`config.mk`:
```
export PLATFORM = sky130hd
export DESIGN_NAME = load_unit
export DESIGN_NICKNAME = d
export VERILOG_FILES = /design/src/rtl/load_unit_pkg.sv /design/src/rtl/load_unit_extract.sv /design/src/rtl/load_unit.sv
export SDC_FILE = /design/constraint.sdc
export NUM_CORES = 1
export LEC_CHECK = 0
export BUFFER_PORTS_ARGS = -buffer_cell sky130_fd_sc_hd__buf_2
export CORE_ASPECT_RATIO = 0.75
export CORE_MARGIN = 5
export CORE_UTILIZATION = 48
export CTS_BUF_LIST = sky130_fd_sc_hd__clkbuf_16
export CTS_CLUSTER_DIAMETER = 120
export DETAILED_ROUTE_END_ITERATION = 10
export PLACE_DENSITY = 0.85
export REMOVE_ABC_BUFFERS = 1
export SLEW_MARGIN = 40
export SYNTH_ARGS = -nofsm -noshare
export SYNTH_HDL_FRONTEND = slang
export SYNTH_SLANG_ARGS = --single-unit
```
`constraint.sdc`:
```
create_clock -name clk -period 2.4 [get_ports clk]
set_input_delay 0.24 -clock clk [delete_from_list [all_inputs] [get_ports clk]]
set_output_delay 0.24 -clock clk [all_outputs]
set_load 0.02 [all_outputs]
```
`src/rtl/load_unit_pkg.sv`:
```
// Shared definitions for the load unit: funct3 load codes, FSM states,
// default memory timeout and the legality/alignment helpers used by decode.
package load_unit_pkg;

    localparam int TIMEOUT_CYC_DEF = 255;

    localparam logic [2:0] F3_LB  = 3'b000;
    localparam logic [2:0] F3_LH  = 3'b001;
    localparam logic [2:0] F3_LW  = 3'b010;
    localparam logic [2:0] F3_LBU = 3'b100;
    localparam logic [2:0] F3_LHU = 3'b101;

    typedef enum logic [1:0] {
        ST_IDLE = 2'd0,
        ST_REQ  = 2'd1,
        ST_DONE = 2'd2,
        ST_ERR  = 2'd3
    } state_t;

    // True for the five load encodings; 011/110/111 are not loads.
    function automatic logic f3_legal(input logic [2:0] f3);
        logic ok;
        case (f3)
            F3_LB, F3_LH, F3_LW, F3_LBU, F3_LHU: ok = 1'b1;
            default:                             ok = 1'b0;
        endcase
        return ok;
    endfunction

    // Halves need an even address, words need a 4-byte boundary.
    function automatic logic addr_aligned(input logic [2:0] f3, input logic [1:0] sel);
        logic ok;
        case (f3)
            F3_LH, F3_LHU: ok = ~sel[0];
            F3_LW:         ok = (sel == 2'b00);
            default:       ok = 1'b1;
        endcase
        return ok;
    endfunction

endpackage

```
`src/rtl/load_unit_extract.sv`:
```
// Byte/half/word lane selection from a little-endian memory word, followed
// by sign or zero extension according to the load kind.
module load_unit_extract
    import load_unit_pkg::*;
#(
    parameter int DATA_W = 32
) (
    input  logic [1:0]        sel,
    input  logic [2:0]        funct3,
    input  logic [DATA_W-1:0] word,
    output logic [DATA_W-1:0] result
);

    logic [7:0]  lane [DATA_W/8];
    logic [7:0]  byte_sel;
    logic [15:0] half_sel;

    // Split the word into byte lanes; lane 0 is the least significant byte.
    for (genvar gi = 0; gi < DATA_W/8; gi++) begin : g_lane
        assign lane[gi] = word[8*gi +: 8];
    end

    assign byte_sel = lane[sel];
    assign half_sel = {lane[{sel[1], 1'b1}], lane[{sel[1], 1'b0}]};

    // Extend the selected lane(s) to the full data width.
    always_comb begin
        result = '0;
        case (funct3)
            F3_LB:   result = {{(DATA_W-8){byte_sel[7]}}, byte_sel};
            F3_LBU:  result = {{(DATA_W-8){1'b0}}, byte_sel};
            F3_LH:   result = {{(DATA_W-16){half_sel[15]}}, half_sel};
            F3_LHU:  result = {{(DATA_W-16){1'b0}}, half_sel};
            F3_LW:   result = word;
            default: result = '0;
        endcase
    end

endmodule

```
`src/rtl/load_unit.sv`:
```
// Load unit: runs one req/ack read on the data memory per load, stalls the
// single-cycle core while it waits, and returns the extended result or an
// error flag with a one-cycle load_done pulse.
module load_unit
    import load_unit_pkg::*;
#(
    parameter int DATA_W      = 32,
    parameter int TIMEOUT_CYC = TIMEOUT_CYC_DEF
) (
    input  logic              clk,
    input  logic              rst,
    input  logic              load_valid,
    input  logic [2:0]        funct3,
    input  logic [DATA_W-1:0] addr,
    output logic              stall,
    output logic              load_done,
    output logic [DATA_W-1:0] load_data,
    output logic              misalign_err,
    output logic              timeout_err,
    output logic              mem_req,
    output logic [DATA_W-1:0] mem_addr,
    input  logic              mem_ack,
    input  logic [DATA_W-1:0] mem_rdata
);

    localparam int CNT_W = (TIMEOUT_CYC > 1) ? $clog2(TIMEOUT_CYC) : 1;
    localparam logic [CNT_W-1:0] CNT_MAX = CNT_W'(TIMEOUT_CYC - 1);

    state_t            state_reg, state_next;
    logic [CNT_W-1:0]  cnt_reg, cnt_next;
    logic [1:0]        sel_reg, sel_next;
    logic [2:0]        f3_reg, f3_next;
    logic [DATA_W-1:0] mem_addr_reg, mem_addr_next;
    logic [DATA_W-1:0] load_data_reg, load_data_next;
    logic              load_done_reg, load_done_next;
    logic              mis_reg, mis_next;
    logic              to_reg, to_next;
    logic              mem_req_reg, mem_req_next;
    logic [DATA_W-1:0] extracted;

    load_unit_extract #(.DATA_W(DATA_W)) u_extract (
        .sel    (sel_reg),
        .funct3 (f3_reg),
        .word   (mem_rdata),
        .result (extracted)
    );

    // State and all registered outputs; reset also aborts an in-flight read.
    always_ff @(posedge clk) begin
        if (rst) begin
            state_reg     <= ST_IDLE;
            cnt_reg       <= '0;
            sel_reg       <= '0;
            f3_reg        <= '0;
            mem_addr_reg  <= '0;
            load_data_reg <= '0;
            load_done_reg <= 1'b0;
            mis_reg       <= 1'b0;
            to_reg        <= 1'b0;
            mem_req_reg   <= 1'b0;
        end else begin
            state_reg     <= state_next;
            cnt_reg       <= cnt_next;
            sel_reg       <= sel_next;
            f3_reg        <= f3_next;
            mem_addr_reg  <= mem_addr_next;
            load_data_reg <= load_data_next;
            load_done_reg <= load_done_next;
            mis_reg       <= mis_next;
            to_reg        <= to_next;
            mem_req_reg   <= mem_req_next;
        end
    end

    // Next state plus next values of the registered outputs.
    always_comb begin
        state_next     = state_reg;
        cnt_next       = cnt_reg;
        sel_next       = sel_reg;
        f3_next        = f3_reg;
        mem_addr_next  = mem_addr_reg;
        load_data_next = load_data_reg;
        load_done_next = 1'b0;
        mis_next       = 1'b0;
        to_next        = 1'b0;
        case (state_reg)
            ST_IDLE: begin
                if (load_valid) begin
                    if (f3_legal(funct3) && addr_aligned(funct3, addr[1:0])) begin
                        state_next    = ST_REQ;
                        sel_next      = addr[1:0];
                        f3_next       = funct3;
                        mem_addr_next = {addr[DATA_W-1:2], 2'b00};
                        cnt_next      = '0;
                    end else begin
                        state_next     = ST_ERR;
                        load_done_next = 1'b1;
                        mis_next       = 1'b1;
                        load_data_next = '0;
                    end
                end
            end
            ST_REQ: begin
                // An ack on the final allowed cycle still completes the load.
                if (mem_ack) begin
                    state_next     = ST_DONE;
                    load_done_next = 1'b1;
                    load_data_next = extracted;
                end else if (cnt_reg == CNT_MAX) begin
                    state_next     = ST_ERR;
                    load_done_next = 1'b1;
                    to_next        = 1'b1;
                    load_data_next = '0;
                end else begin
                    cnt_next = cnt_reg + CNT_W'(1);
                end
            end
            ST_DONE: state_next = ST_IDLE;
            ST_ERR:  state_next = ST_IDLE;
            default: state_next = ST_IDLE;
        endcase
        mem_req_next = (state_next == ST_REQ);
    end

    // Stall must act in the same cycle the load appears, so it stays combinational.
    assign stall = ((state_reg == ST_IDLE) && load_valid) || (state_reg == ST_REQ);

    assign load_done    = load_done_reg;
    assign load_data    = load_data_reg;
    assign misalign_err = mis_reg;
    assign timeout_err  = to_reg;
    assign mem_req      = mem_req_reg;
    assign mem_addr     = mem_addr_reg;

endmodule

```
* Yosys cells after proc, flatten, opt, wreduce, memory -nomap -nowiden
Cells that the tools add are included.
Widths: inputs -> output; s select.
** Storage, ports and cells
- Register bits :: 81
- Output and inout port bits :: 69
- Logic and storage cells :: 91
** Operators by class
- Add/subtract/negate cells :: 1
- Magnitude comparators :: 3
- Eq/ne operators :: 19
- Multiplexer cells :: 36
- Bitwise gates (word level) :: 6
- Reductions and logical operators :: 16
** Operator list (number)
- $pmux 32 s5 :: 1
- $mux 32 :: 4
- $mux 8 :: 10
- $pmux 32 s2 :: 1
- $bmux 8 s2 :: 3
- $pmux 8 s2 :: 1
- $eq 3x3->1 const B :: 4
- $ne 2x2->1 const B :: 5
- $ge 3x3->1 const B :: 3
- $mux 1 :: 9
- $not 2->3 :: 3
- $add 8x1->8 const B :: 1
- $eq 8x8->1 const B :: 1
- $mux 2 :: 4
- $eq 3x1->1 const B :: 2
- $eq 3x2->1 const B :: 2
- $logic_not 3->1 :: 2
- $pmux 2 s3 :: 1
- $reduce_or 2->1 :: 3
- $reduce_and 5->1 :: 1
- $reduce_or 5->1 :: 1
- $eq 2x1->1 const B :: 2
- $eq 2x2->1 const B :: 2
- $logic_not 2->1 :: 2
- 9 further kinds :: 13

* Longest topological paths before layout
Gate-level depths: netlist of run 1.
- Word-level depth :: 10
- Mapped depth :: 7
- Mapped depth without buffers :: 6

* Modules after synthesis
A second synthesis of run 1 with hierarchy kept.
** Second synthesis, totals
- Cells, all modules :: 419
- Area, all modules :: 3661.0 um2
** Modules (own cells, without submodules)
- load_unit :: instances 1, cells each 309, area each 2936.6 um2, seq. area each 1621.6 um2
- load_unit_extract :: instances 1, cells each 110, area each 724.4 um2, seq. area each 0.0 um2

* Worst setup path before layout of run 1
Ideal clock, no wire load.
- Path type :: register to register
- From :: reg cnt_reg[0]
- To :: reg load_data_reg[21] (netlist: load_data[21])
- Arrival :: 1.607 ns
- Setup slack :: 0.723 ns
- Stages on the path, launching flop included :: 8
- Path buffers :: 1
- Period minus slack after synthesis :: 1.677 ns
- Path through :: dfxtp_1 inv_1 ha_1 nand3_1 o21bai_1 a221oi_2 clkbuf_1 o2bb2ai_1
** On the way
- Longest elaborated chain between the ends :: 3
** Ends and longest elaborated chain
- start: declaration :: line load_unit.sv:30 : logic [CNT_W-1:0] cnt_reg, cnt_next;
- start signal: assignment :: line load_unit.sv:63 : cnt_reg <= cnt_next;
- $eq 8x8->1 :: line load_unit.sv:109 : end else if (cnt_reg == CNT_MAX) begin
- $ne 3x3->1 (no line)
- $reduce_and 4->1 (no line)
- end signal: assignment :: line load_unit.sv:67 : load_data_reg <= load_data_next;
- end: declaration :: line load_unit.sv:34 : logic [DATA_W-1:0] load_data_reg, load_data_next;
Every way passes these cells.
A chain may end at the register's enable or synchronous reset.

* Worst setup path in the final report of run 1
- From :: reg state_reg[0]
- To :: reg mem_addr_reg[7] (netlist: mem_addr[7])
** On the way
- Longest elaborated chain between the ends :: 2
** Ends and longest elaborated chain
- start: declaration :: line load_unit.sv:29 : state_t state_reg, state_next;
- start signal: assignment :: line load_unit.sv:62 : state_reg <= state_next;
- $logic_not 2->1 :: line load_unit.sv:86 : case (state_reg)
- $reduce_and 3->1 (no line)
- end signal: assignment :: line load_unit.sv:66 : mem_addr_reg <= mem_addr_next;
- end: declaration :: line load_unit.sv:33 : logic [DATA_W-1:0] mem_addr_reg, mem_addr_next;
Every way passes these cells.

==> results of run 1 <==
synthesized netlist by cell type (all sizes together) (6+ instances only):
cell     number
clkbuf       12
mux2          8
a222oi        7
buf          15
a21o          8
mux2i        36
a32oi         7
a21oi        32
o2bb2ai      25
dfxtp        81
nor2         41
or3           6
o21ai         7
report_power, final:
part / internal [mW] / total (mW) / switching [mW]
sequential: 1.40 / 1.44 / 0.0404
combinational: 0.204 / 0.502 / 0.297
clock: 0.686 / 1.20 / 0.513
total: 2.30 / 3.15 / 0.851
cells by family after synthesis:
group | Yosys count | synth area share [%]
AOI/OAI and AO/OA | 98 | 21.4
xor gates and xnor gates | 1 | 0.258
adders and majority gates | 2 | 0.738
buffers and inverters | 30 | 4.32
DFF | 81 | 47.8
muxes | 44 | 13.3
other | 1 | 0.111
and+or+nand+nor | 82 | 12.1
stage by stage:
step                hold WS, ns  setup slack, ns  setup TNS [ns]
floorplan                 0.312            -2.63          -93.31
global placement          0.434            0.419               0
detailed placement        0.438            0.428               0
CTS                       0.133            0.435               0
global route              0.153            0.328               0
finish                    0.141            0.433               0
layer usage:
layer	part of all wire, %	vias up
li1	-	1518
met1	44	1478
met2	48	142
met3	7.2	14
met4	1.4	0
met5	0	-
worst reg2reg max path: stages (launching register included):
cell and delay, ns:
dfxtp_1 0.40, nor3b_1 0.56, o21ai_4 0.21, buf_4 0.34, mux2i_1 0.27, nor2_1 0.07
cell type report:
| class | count | area, sq um |
|---|---|---|
| fillers | 563 | 2430 |
| multi-input cells | 229 | 1640 |
| flip-flops and latches | 81 | 1620 |
| repair buffers | 146 | 753 |
| clock buffers | 9 | 225 |
| well taps | 84 | 105 |
| clock inverters | 7 | 38.8 |
| inverters | 3 | 11.3 |
worst paths after layout:
| kind | endpoint |
|---|---|
| min | mem_addr[11] |
| max | mem_addr[7] |
| min reg2reg | load_data[14] |
| max reg2reg | mem_addr[7] |
==> impl_metrics.py, run 1 <==
metrics = {
    "global_routing": {
        "grt_pass1_wl_um": 14800,
        "grt.met3_usage_pct": 4.72,
        "antenna_found_initial": 0,
        "globalRouteMet1Util_pct": 28.9,
        "overflow": 0,
        "met2_usage_pct": 33.2,
        "grtUsageTotal_pct": 21.1,
        "busiest_layer": "met2",
        "grt_start_max_net_pins": 42,
        "first_global_vias": 2919,
    },
    "cts": {
        "insertion_delay_ns": 0.33,
        "htreeDepth": 3,
        "cts_hold_buf": 0,
        "numClockSinks": 81,
        "cts-resized-gates": 0,
        "post_cts_buffers": 0,
        "cts_tree": "built",
        "clk_transition_reported_paths_ns": 0.06,
        "cts_buffers": 9,
        "root_buffer": "clkbuf_16",
        "cts_buffer_depth": 2,
    },
    "place": {
        "place_congestion": 0.838,
        "hpwl_um": 7060,
        "io_buffers": 137,
        "dp.cells": 543,
        "place_area_sq_um": 4140,
    },
    "synthesis": {
        "ys_top_cells_by_area": "dfxtp_1, mux2i_1, o2bb2ai_1, a21oi_1, nor2_1",
        "avgSynthCellArea_sq_um": 10.0,
        "syn_inst": 339,
        "ys_async_sr_fraction_pct": 0,
        "syn_area_sq_um": 3390,
        "synth_edf_count": 0,
        "yosys_warnings": 0,
        "synth.top_cell.area_share_pct": 47.8,
        "yosysTopAreaCell": "dfxtp_1",
        "seq_area_frac_synth_pct": 47.8,
        "synth-seq-cells": 81,
        "ys_types": 48,
        "ys.flop_type": "dfxtp_1",
    },
    "cells_and_area": {
        "stdcell_count": 559,
        "area_growth_pct": 29.7,
        "largest_reg_flops": 32,
        "fin_util_pct": 64.4,
        "layout_common_cells": "buf_2, dfxtp_1, nor2_1, mux2i_1, a21oi_1",
        "drive_above_1_share_pct": 36.8,
        "final_common_cell": "buf_2",
        "final_area_sq_um": 4400,
        "nets": 543,
        "num_antenna_cells": 0,
    },
    "timing": {
        "setup_viol": 0,
        "fin_crit_sh_pct": 82.0,
        "slew_violations": 0,
        "clock_skew_ns": 0.00722,
        "rsz0062_at_grt": "false",
        "fmax_mhz": 508,
        "finalHoldViolCount": 0,
        "post-route-min-period_ns": 1.97,
        "slew_headroom_pct": 53.5,
        "worst_pin_slew_ns": 0.696,
    },
    "job": {
        "drv_cap": 0,
    },
    "floorplan": {
        "io_pins": 140,
        "die_w_um": 107,
        "core_sq_um": 6830,
        "initial_core_util_pct": 49.6,
        "die_area_sq_um": 8860,
        "rows": 26,
        "die_h_um": 82.8,
    },
    "critical_path": {
        "slowest_delay_ns": 0.56,
        "worst-r2r-cell-count": 5,
        "crit_path_end_kind": "flip-flop",
        "crit_arrival_ns": 2.16,
        "cp_slowest_cell": "nor3b_1",
        "critical_path_depth": 5,
        "timing.rr.start": "state_reg[0]",
        "path_buf_inv": 1,
        "start_kind": "flip-flop",
        "worstPathCellList": "nor3b_1, o21ai_4, buf_4, mux2i_1, nor2_1",
        "crit_fanout": 30,
        "crit_type": "flip-flop to flip-flop",
        "critPathTopFamily": "simple AND/OR/NAND/NOR gates",
        "critPathLaunch": "state_reg[0]",
        "reg2reg_slack_ns": 0.43,
        "cp.required_ns": 2.60,
    },
    "power": {
        "p_per_area_nw_per_um2": 715,
        "power_leakage_nw": 2.20,
        "p_total_mw": 3.15,
        "ir_worst_vdd_mv": 0.315,
    },
    "route": {
        "drt_wl_total_um": 9540,
        "ant_nets": 0,
        "via_count": 3152,
        "drc": 0,
        "drt_first_pass_iters": 7,
        "routed_via_density": 5.64,
        "wire_per_inst_um": 17.1,
        "first_iter_violations": 185,
    },
    "hold_path": {
        "whs_path_depth": 3,
        "worstHoldStart": "addr[11]",
        "hp-class": "primary input to flip-flop",
    },
    "status": {
        "outcome": "finished clean",
    },
}
No activity file was read; power rests on OpenSTA's default activity.
==> run 2: changes to the inputs <==
- CORE_UTILIZATION: 48 -> 43
- PLACE_DENSITY: 0.85 -> 0.81
- clock period: 2.4 -> 1.6 ns (I/O delays scaled with it)
==> run 2 against run 1 <==
  * The run now ends with negative setup slack left
  * Design area increased by 12%
  * Critical path depth fell by 1
  * Critical path type unchanged
  * Clock power grew 64%
  * Clock skew is 0.0016 ns lower
  * Non-clock buffer count increased by 34
  * Wire length increased by 9.5%
  * Combinational power is 81% higher
  * Power up 60%
  * Maximum frequency up 21%
  * Global-route usage decreased by 0.51 points
  * Setup slack lost 0.46 ns
==> impl_metrics.py, run 2 (synthesized netlist as in run 1, its figures left out) <==
metrics = {
    "cts": {
        "cts_hold_buf": 0,
        "htreeDepth": 3,
        "cts_buffer_depth": 2,
        "numClockSinks": 81,
        "cts_tree": "built",
        "root_buffer": "clkbuf_16",
        "clk_transition_reported_paths_ns": 0.07,
        "insertion_delay_ns": 0.33,
        "cts_buffers": 9,
    },
    "cells_and_area": {
        "stdcell_count": 615,
        "fillers": 645,
        "area_growth_pct": 44.7,
        "final_common_cell": "buf_2",
        "nets": 578,
        "num_antenna_cells": 0,
        "layout_common_cells": "buf_2, dfxtp_1, nor2_1, buf_4, mux2i_1",
        "largest_reg_flops": 32,
        "drive_above_1_share_pct": 46.5,
        "final_area_sq_um": 4910,
        "fin_util_pct": 63.1,
    },
    "power": {
        "power_leakage_nw": 2.43,
        "p_total_mw": 5.03,
        "ir_worst_vdd_mv": 0.555,
        "p_per_area_nw_per_um2": 1030,
    },
    "timing": {
        "setup_viol": 1,
        "slew_headroom_pct": 65.3,
        "clock_skew_ns": 0.00560,
        "setup_slack_ns": -0.0303,
        "fin_crit_sh_pct": 102,
        "rsz0062_at_grt": "true",
        "fmax_mhz": 613,
        "holdWs_ns": 0.0591,
        "tns_ns": -0.0303,
        "post-route-min-period_ns": 1.63,
        "slew_violations": 0,
        "worst_pin_slew_ns": 0.520,
        "finalHoldViolCount": 0,
    },
    "global_routing": {
        "antenna_found_initial": 0,
        "grtUsageTotal_pct": 20.6,
        "first_global_vias": 3384,
        "overflow": 0,
        "grt_start_max_net_pins": 31,
        "grt_pass1_wl_um": 16400,
    },
    "critical_path": {
        "start_kind": "flip-flop",
        "critPathLaunch": "state_reg[0]",
        "crit_path_end_kind": "flip-flop",
        "crit_arrival_ns": 1.89,
        "rr_endpoint": "cnt_reg[7]",
        "reg2reg_slack_ns": -0.03,
        "timing.rr.start": "state_reg[0]",
        "cp.required_ns": 1.86,
        "crit_fanout": 5,
        "crit_type": "flip-flop to flip-flop",
        "worst-r2r-cell-count": 4,
        "crit_end": "cnt_reg[7]",
    },
    "route": {
        "ant_nets": 0,
        "drt_first_pass_iters": 6,
        "wire_per_inst_um": 17.0,
        "drt_wl_total_um": 10400,
        "drc": 0,
        "routed_via_density": 5.51,
        "first_iter_violations": 193,
        "via_count": 3387,
    },
    "hold_path": {
        "worstHoldStart": "addr[30]",
        "hp-class": "primary input to flip-flop",
    },
    "floorplan": {
        "io_pins": 140,
        "rows": 28,
        "core_sq_um": 7780,
        "die_area_sq_um": 9780,
        "initial_core_util_pct": 43.6,
        "die_h_um": 86.9,
        "die_w_um": 113,
    },
    "status": {
        "violations": "negative setup slack",
        "outcome": "finished with violations",
    },
    "place": {
        "place_congestion": 0.980,
        "place_area_sq_um": 4370,
        "dp.cells": 589,
        "post-place-ws_ns": -0.0764,
        "io_buffers": 137,
        "hpwl_um": 7350,
    },
    "job": {
        "drv_cap": 0,
    },
}
## run 2: worst min-delay path by stage
stage / end / cells past startpoint
2_1_floorplan: misalign_err / 1
3_3_place_gp: mem_addr[8] / 3
5_1_grt: mem_addr[22] / 3
4_1_cts: mem_addr[30] / 3
6_report: mem_addr[30] / 3
3_5_place_dp: mem_addr[22] / 3
## run 2: cell type report
| cell class | count | area (sq um) | share of cell area [%] |
|---|---|---|---|
| clock inverter | 7 | 62.6 | 1.27 |
| timing repair buffer | 180 | 1070 | 21.9 |
| inverter | 3 | 11.3 | 0.229 |
| tap | 105 | 131 | 2.68 |
| multi-input combinational | 230 | 1760 | 35.9 |
| sequential | 81 | 1640 | 33.4 |
| clock buffer | 9 | 225 | 4.59 |
## run 2: report_power, final
part | internal (mW) | switching, mW | total [mW] | leakage [nW]
logic | 0.411 | 0.497 | 0.909 | 1.63
clock network | 1.09 | 0.881 | 1.97 | 0.144
registers | 2.10 | 0.0533 | 2.16 | 0.663
## run 2: worst max-delay path: stages (launching register included)
cell,delay [ns]
dfxtp_2,0.32
or3b_4,0.39
o21bai_4,0.21
or4_4,0.49
a21oi_2,0.15
## run 2: layer usage
metal	GRT usage [%]	part of all wire (%)	routed length, um	vias up
met5	0	0	0	-
met4	9.17	3.5	367	0
met3	5.35	6.8	705	39
met2	35.1	49	5110	152
met1	24.8	41	4260	1604
li1	-	-	-	1592
## run 2: what timing repair did
action | CTS | global route
gates cloned | 2 | 1
buffers inserted | 7 | 0
gates resized for setup | 14 | 24
endpoints found under the setup margin | 33 | 45
pin swaps | 4 | 12
